**src/rtl/dvi_pkg.sv**
```systemverilog
`default_nettype none
// ============================================================================
// Module      : dvi_pkg
// Description : TMDS control tokens, receive-alignment state encoding and
//               small helpers shared by the DVI transmit and receive paths.
// Revision    : 1.0 - initial release
// ============================================================================
package dvi_pkg;

    localparam logic [9:0] c_tok_c00 = 10'b1101010100;
    localparam logic [9:0] c_tok_c01 = 10'b0010101011;
    localparam logic [9:0] c_tok_c10 = 10'b0101010100;
    localparam logic [9:0] c_tok_c11 = 10'b1010101011;

    localparam int         c_cnt_w   = 12;

    localparam logic [0:0] c_st_search = 1'b0;
    localparam logic [0:0] c_st_locked = 1'b1;

    // Counters hold at all-ones instead of wrapping back to zero.
    function automatic logic [c_cnt_w-1:0] sat_inc(input logic [c_cnt_w-1:0] v);
        return (v == {c_cnt_w{1'b1}}) ? v : v + 1'b1;
    endfunction

endpackage
`default_nettype wire

```
**src/rtl/tmds_decode.sv**
```systemverilog
`default_nettype none
// ============================================================================
// Module      : tmds_decode
// Description : Combinational TMDS symbol classifier: control token vs data,
//               control bits and 8-bit transition-minimised data decode.
// Revision    : 1.0 - initial release
// ============================================================================
module tmds_decode
    import dvi_pkg::*;
(
    input  logic [9:0] i_sym,
    output logic       o_is_ctrl,
    output logic [1:0] o_c,
    output logic [7:0] o_data
);

    logic [7:0] w_d;

    assign w_d = i_sym[9] ? ~i_sym[7:0] : i_sym[7:0];

    always_comb begin
        o_is_ctrl = 1'b1;
        o_c       = 2'b00;
        case (i_sym)
            c_tok_c00: o_c = 2'b00;
            c_tok_c01: o_c = 2'b01;
            c_tok_c10: o_c = 2'b10;
            c_tok_c11: o_c = 2'b11;
            default:   o_is_ctrl = 1'b0;
        endcase
    end

    // Bit 8 selects whether the encoder chained bits with XOR or XNOR.
    always_comb begin
        o_data    = 8'h00;
        o_data[0] = w_d[0];
        for (int i = 1; i < 8; i++) begin
            o_data[i] = i_sym[8] ? (w_d[i] ^ w_d[i-1]) : ~(w_d[i] ^ w_d[i-1]);
        end
    end

endmodule
`default_nettype wire

```
**src/rtl/dvi_rx_channel.sv**
```systemverilog
`default_nettype none
// ============================================================================
// Module      : dvi_rx_channel
// Description : One TMDS receive channel: bit-offset hunt on control tokens,
//               lock tracking, and two-stage symbol decode to DE/C/data.
// Revision    : 1.0 - initial release
// ============================================================================
module dvi_rx_channel
    import dvi_pkg::*;
#(
    parameter int LOCK_COUNT     = 64,
    parameter int SEARCH_TIMEOUT = 2048,
    parameter int LOSS_TIMEOUT   = 2048
) (
    input  logic       clk,
    input  logic       rst_n,
    input  logic [9:0] din,
    output logic       locked,
    output logic [3:0] offset,
    output logic       de,
    output logic [1:0] c,
    output logic [7:0] data
);

    localparam logic [c_cnt_w-1:0] c_lock_cnt    = c_cnt_w'(LOCK_COUNT);
    localparam logic [c_cnt_w-1:0] c_search_last = c_cnt_w'(SEARCH_TIMEOUT - 1);
    localparam logic [c_cnt_w-1:0] c_loss_last   = c_cnt_w'(LOSS_TIMEOUT - 1);

    logic [9:0]         r_din_prev;
    logic [19:0]        w_window;
    logic [9:0]         w_word;
    logic               w_is_ctrl;
    logic [1:0]         w_c;
    logic [7:0]         w_data;

    logic [0:0]         r_state,  w_state_next;
    logic [3:0]         r_offset, w_offset_next;
    logic [c_cnt_w-1:0] r_hits,   w_hits_next;
    logic [c_cnt_w-1:0] r_tmo,    w_tmo_next;
    logic [c_cnt_w-1:0] r_loss,   w_loss_next;

    logic               r_s1_is_ctrl;
    logic [1:0]         r_s1_c;
    logic [7:0]         r_s1_data;
    logic               r_s2_de;
    logic [1:0]         r_s2_c;
    logic [7:0]         r_s2_data;

    // Bit 0 arrives first, so the older word occupies the low half.
    assign w_window = {din, r_din_prev};
    assign w_word   = 10'(w_window >> r_offset);

    tmds_decode u_decode (
        .i_sym     (w_word),
        .o_is_ctrl (w_is_ctrl),
        .o_c       (w_c),
        .o_data    (w_data)
    );

    always_ff @(posedge clk) begin
        if (!rst_n) begin
            r_state    <= c_st_search;
            r_offset   <= 4'd0;
            r_hits     <= '0;
            r_tmo      <= '0;
            r_loss     <= '0;
            r_din_prev <= 10'd0;
        end else begin
            r_state    <= w_state_next;
            r_offset   <= w_offset_next;
            r_hits     <= w_hits_next;
            r_tmo      <= w_tmo_next;
            r_loss     <= w_loss_next;
            r_din_prev <= din;
        end
    end

    // Counters track the live classification so a new offset is judged at once.
    always_comb begin
        w_state_next  = r_state;
        w_offset_next = r_offset;
        w_hits_next   = r_hits;
        w_tmo_next    = r_tmo;
        w_loss_next   = r_loss;
        case (r_state)
            c_st_search: begin
                w_hits_next = w_is_ctrl ? sat_inc(r_hits) : '0;
                w_tmo_next  = sat_inc(r_tmo);
                if (r_hits >= c_lock_cnt) begin
                    w_state_next = c_st_locked;
                    w_loss_next  = '0;
                end else if (r_tmo >= c_search_last) begin
                    w_offset_next = (r_offset == 4'd9) ? 4'd0 : r_offset + 4'd1;
                    w_hits_next   = '0;
                    w_tmo_next    = '0;
                end
            end
            c_st_locked: begin
                w_loss_next = w_is_ctrl ? '0 : sat_inc(r_loss);
                if (r_loss >= c_loss_last) begin
                    w_state_next = c_st_search;
                    w_hits_next  = '0;
                    w_tmo_next   = '0;
                end
            end
            default: w_state_next = c_st_search;
        endcase
    end

    always_ff @(posedge clk) begin
        if (!rst_n) begin
            r_s1_is_ctrl <= 1'b0;
            r_s1_c       <= 2'b00;
            r_s1_data    <= 8'h00;
            r_s2_de      <= 1'b0;
            r_s2_c       <= 2'b00;
            r_s2_data    <= 8'h00;
        end else begin
            r_s1_is_ctrl <= w_is_ctrl;
            r_s1_c       <= w_c;
            r_s1_data    <= w_data;
            r_s2_de      <= ~r_s1_is_ctrl;
            r_s2_c       <= r_s1_is_ctrl ? r_s1_c : 2'b00;
            r_s2_data    <= r_s1_is_ctrl ? 8'h00 : r_s1_data;
        end
    end

    always_comb begin
        locked = (r_state == c_st_locked);
        offset = r_offset;
        de     = locked & r_s2_de;
        c      = locked ? r_s2_c : 2'b00;
        data   = locked ? r_s2_data : 8'h00;
    end

endmodule
`default_nettype wire

```
**config.mk**
```make
export PLATFORM = sky130hd
export DESIGN_NAME = dvi_rx_channel
export DESIGN_NICKNAME = d
export VERILOG_FILES = /design/src/rtl/dvi_pkg.sv /design/src/rtl/tmds_decode.sv /design/src/rtl/dvi_rx_channel.sv
export SDC_FILE = /design/constraint.sdc
export NUM_CORES = 1
export LEC_CHECK = 0
export CAP_MARGIN = 20
export CORE_MARGIN = 4
export CORE_UTILIZATION = 24
export DETAILED_ROUTE_END_ITERATION = 8
export HOLD_SLACK_MARGIN = 0.06
export PLACE_DENSITY_LB_ADDON = 0.12
export SYNTH_ARGS = -nofsm -noshare
export SYNTH_HDL_FRONTEND = slang
export SYNTH_HIERARCHICAL = 1
export SYNTH_SLANG_ARGS = --single-unit
```
**constraint.sdc**
```tcl
create_clock -name clk -period 6.8 [get_ports clk]
set_clock_uncertainty 0.05 [all_clocks]
set_input_delay 1.02 -clock clk [delete_from_list [all_inputs] [get_ports clk]]
set_output_delay 1.02 -clock clk [all_outputs]
set_load 0.01 [all_outputs]
```
* Word level (Yosys, flattened, before mapping)
Index checks and enable logic that the tools add are counted.
** Word-level totals
- Word-level logic and storage cells :: 86
- Bits in registers :: 73
- Input port bits :: 12
** Operators by class
- $lt $le $gt $ge :: 3
- Mux-type cells :: 30
- Shift-type cells :: 1
- Add/sub/neg operators :: 4
- Reduce and logical (&&, ||, !) cells :: 5
- Bitwise logic cells :: 20
- Eq/ne operators :: 11
** Operators with widths (count)
- two-way mux 12 bit :: 11
- one-hot mux 12 bit (2 select lines) :: 3
- adder 12 x 1 -> 12 bit (second input constant) :: 3
- equality test 12 bit (second input constant) :: 3
- >= comparator 12 x 11 -> 1 bit (second input constant) :: 2
- equality test 10 bit (second input constant) :: 2
- right shift 20 x 4 -> 10 bit :: 1
- two-way mux 8 bit :: 2
- >= comparator 12 x 7 -> 1 bit (second input constant) :: 1
- inverter 1 bit :: 11
- equality test 10 x 8 -> 1 bit (second input constant) :: 1
- equality test 10 x 9 -> 1 bit (second input constant) :: 1
- two-way mux 1 bit :: 10
- inverter 8 bit :: 1
- bitwise XOR 1 bit :: 7
- one-hot mux 2 bit (3 select lines) :: 1
- adder 4 x 1 -> 4 bit (second input constant) :: 1
- equality test 4 bit (second input constant) :: 1
- two-way mux 4 bit :: 1
- AND reduction 2 bit :: 2
- OR reduction 4 bit :: 1
- inequality test 3 bit (second input constant) :: 1
- AND reduction 3 bit :: 1
- two-way mux 2 bit :: 1
- 5 further kinds :: 5

* Logic depth before layout (Yosys ltp)
- Word-level depth :: 8
- Mapped depth :: 17

* By module
The synthesis kept the hierarchy.
** By module, submodules not included
- dvi_rx_channel :: cells each 429, seq. area each 1461.4 µm², area each 3922.5 µm², instances 1
- tmds_decode :: cells each 35, seq. area each 0.0 µm², area each 279.0 µm², instances 1

* Worst setup path after synthesis
Ideal clock, no wire load.
- Kind :: input port to flip-flop
- Start :: input din[2]
- End :: register r_loss[0]
- Setup time :: 117 ps
- Data arrival time :: 3416 ps
- Path slack :: 3217 ps
- Stages on the path :: 11
- Required time :: 6633 ps
- Cells stage by stage :: mux4_2 mux4_2 ha_1 nor2b_1 nand4_1 nand2_1 nand3b_1 nor4_2 nor2_1 mux2i_1 nor2_1
** Between the ends
- Cells in the longest elaborated chain, start to end :: 6
- Elaborated cells between the ends (all ways) :: 11
** RTL lines
- from (decl) :: RTL line dvi_rx_channel.sv:17 : input logic [9:0] din,
- right shift 20 x 4 -> 10 bit (*) :: RTL line dvi_rx_channel.sv:51 : assign w_word = 10'(w_window >> r_offset);
- net w_word[1] :: RTL line dvi_rx_channel.sv:31 : logic [9:0] w_word;
- equality test 10 bit, or another cell as far along :: RTL line tmds_decode.sv:24 : case (i_sym)
- OR reduction 4 bit (no line) (*)
- two-way mux 1 bit (*) :: RTL line tmds_decode.sv:24
- net w_is_ctrl :: RTL line dvi_rx_channel.sv:32 : logic w_is_ctrl;
- two-way mux 12 bit or inequality test 3 bit (tied branches)
- one-hot mux 12 bit (2 select lines) or AND reduction 2 bit (tied branches)
- to (signal assigned) :: RTL line dvi_rx_channel.sv:73 : r_loss <= w_loss_next;
- to (decl) :: RTL line dvi_rx_channel.sv:40 : logic [c_cnt_w-1:0] r_loss, w_loss_next;
The timed path passes the listed nets; every way through them passes the cells marked *.
A chain may end at the register's enable or synchronous reset.

* Worst setup path in the final report
- Start :: input din[0]
- End :: register r_loss[1]
The elaborated chain is that of the path after synthesis.

==> out/qor.csv <==
stage,metric,value,unit
status,status,finished clean,
synth,synth_flop_cell,dfxtp_1,
clock_network,ctsHoldBuffers,0,
cells_and_area,insertedDiodeCount,0,
clock_network,clk_pin_slew,60,ps
synth,synthesis.instances,464,
clock_network,post-cts-setup-buffers,0,
global_route,grt_max_degree,33,
cells_and_area,nets,502,
die,chipHeight,140,µm
worst_setup_path,worstSetupEndpointType,register,
job,maxCapViolations,0,
sta,setup-tns-final,0,ps
clock_network,clock_path_buffers,2,
synth,async_flop_share,0,%
cells_and_area,finish.instance_area,0.00492,mm²
worst_setup_path,crit_path_max_fanout,8,
die,io_pins,28,
global_route,grt_pass1_vias,3267,
clock_network,cts-resized-gates,0,
worst_setup_path,crit_required,6980,ps
synth,synth-seq-cells,73,
place,dpl_cell_area,0.00461,mm²
cells_and_area,final_common_cell,dfxtp_1,
clock_network,cts.sinks,73,
hold_path,hold_class,register to register,
worst_setup_path,critPathMaxStageDelay,530,ps
synth,syn_avg_cell_area,9.06,µm²
worst_setup_path,cp_cell_sequence,"clkdlybuf4s50_1, mux4_2, mux4_2, ha_1, nor2b_1, nand4_1, nand2_1, nand3b_1, nor4_2, nor2_1, mux2i_1, nor2_1",
die,rows,48,
sta,holdWs,374,ps
cells_and_area,final_util,28.5,%
clock_network,cts_tree,yes,
clock_network,cts-root-buf,clkbuf_16,
synth,synth_edf_count,0,
place,dp_hpwl,6990,µm
worst_setup_path,path_class,input pin to register,
clock_network,numCtsBuffers,9,
power_and_ir_drop,p_leak,1.67,nW
synth,syn-num-nets,488,
die,core,0.0172,mm²
power_and_ir_drop,power_density,203,mW/mm²
sta,setup_viol,0,
synth,netlist_area,0.00420,mm²
global_route,track_usage,10.3,%
synth,ys_types,60,
sta,period_share,59.4,%
routing,firstDrtPassIters,4,
routing,ant_nets,0,
synth,yosysSeqAreaShare,34.8,%
cells_and_area,layout-drive-gt1-share,12.2,%
global_route,antenna_found_initial,0,
cells_and_area,final_cell_mix,"dfxtp_1, and2_1, nor2_1, nand2_1",
sta,hold_viol_final,0,
routing,vias_per_cell,4.60,
cells_and_area,fin_cells,708,
sta,relSlewSlack,31.1,%
die,die_x,140,µm
sta,drv_slew,0,
synth,ys_warn_count,6,
worst_setup_path,arrival,4220,ps
worst_setup_path,startpoint_type,input pin,
place,dp_slack,2380,ps
routing,wire_per_inst,13.7,µm
cells_and_area,syn2layout_area_growth,17.0,%
place,gp_congestion,0.787,
global_route,grt_pass1_wl,16600,µm
power_and_ir_drop,irDropWorstVdd,0.110,mV
routing,remaining_drc_errors,0,
sta,tightest_slew,1030,ps
sta,period_needed,4040,ps
place,port_buffers,27,
worst_setup_path,slowest_stage,mux4_2,
clock_network,clock_latency,340,ps
die,die_area,0.0197,mm²
routing,via_count,3257,
sta,rsz0062_at_grt,no,
place,dp_cells,692,
die,start_util,24.4,%
power_and_ir_drop,total_power,0.997,mW
routing,drt-initial-drc-count,131,
clock_network,htreeDepth,3,
global_route,overflow,0,
routing,drt_wl_total,9710,µm
sta,fmax,0.247,GHz
sta,setup_ws,2760,ps
final cells by class:
class / count / area (µm²)
Clock buffer: 10 / 239
Clock inverter: 6 / 67.6
Fill cell: 1822 / 12300
Inverter: 20 / 75.1
Multi-Input combinational cell: 345 / 2510
Sequential cell: 73 / 1460
Tap cell: 225 / 282
Timing Repair Buffer: 29 / 285
sequential cells by signal, indices dropped and copies added (netlist names):
register / cells
locked: 1
offset: 4
r_din_prev: 10
r_hits: 12
r_loss: 12
r_s1_c: 2
r_s1_data: 8
r_s1_is_ctrl: 1
r_s2_c: 2
r_s2_data: 8
r_s2_de: 1
r_tmo: 12
worst max-delay path: cells and delay by family:
kind	cells	cell delay, ps
fa+ha+maj	1	200
simple gates	7	1300
mux	3	1230
buf+inv	1	460
final timing paths:
| kind | slack (ps) | depth (start not counted) | startpoint | end |
|---|---|---|---|---|
| min | 370 | 1 | r_s1_data[7] | r_s2_data[7] |
| min reg2reg | 370 | 1 | r_s1_data[7] | r_s2_data[7] |
| max | 2760 | 12 | din[0] | r_loss[1] |
| max reg2reg | 2780 | 14 | offset[1] | r_loss[1] |
cells by family (layout without fill, tap and decap cells):
family	Yosys count	count (layout)	synth area share [%]
mux	35	35	12.4
buf+inv	46	65	5.54
fa+ha+maj	13	13	3.81
flops	73	73	34.8
compound gates	82	82	13.1
simple gates	192	192	25.5
xor+xnor	23	23	4.79
layer usage:
layer  track usage (%)  part of all wire [%]  vias up
met5                 0                     0        -
met3              2.12                   2.7       13
li1                  -                     -     1686
met1              14.1                    51     1518
met4              5.05                   2.1        0
met2              15.3                    44       40
where the power goes:
| part | switching [mW] | internal, mW |
|---|---|---|
| combinational | 0.0311 | 0.0315 |
| sequential | 0.00603 | 0.441 |
| clock | 0.193 | 0.295 |
Yosys cell counts, types with 6 or more instances:
| master | n | area (µm²) |
|---|---|---|
| a21oi_1 | 27 | 135 |
| a31oi_1 | 9 | 56.3 |
| and2_1 | 44 | 275 |
| clkbuf_1 | 11 | 41.3 |
| dfxtp_1 | 73 | 1460 |
| ha_1 | 12 | 150 |
| inv_1 | 19 | 71.3 |
| mux2_2 | 7 | 78.8 |
| mux2i_1 | 15 | 150 |
| mux4_2 | 13 | 293 |
| nand2_1 | 30 | 113 |
| nand3_1 | 17 | 85.1 |
| nand4_1 | 9 | 56.3 |
| nor2_1 | 42 | 158 |
| nor3_1 | 8 | 40.0 |
| nor4_1 | 6 | 37.5 |
| o21ai_0 | 16 | 80.1 |
| xnor2_1 | 17 | 149 |
| xor2_1 | 6 | 52.6 |
No activity file was read; power rests on OpenSTA's default activity.
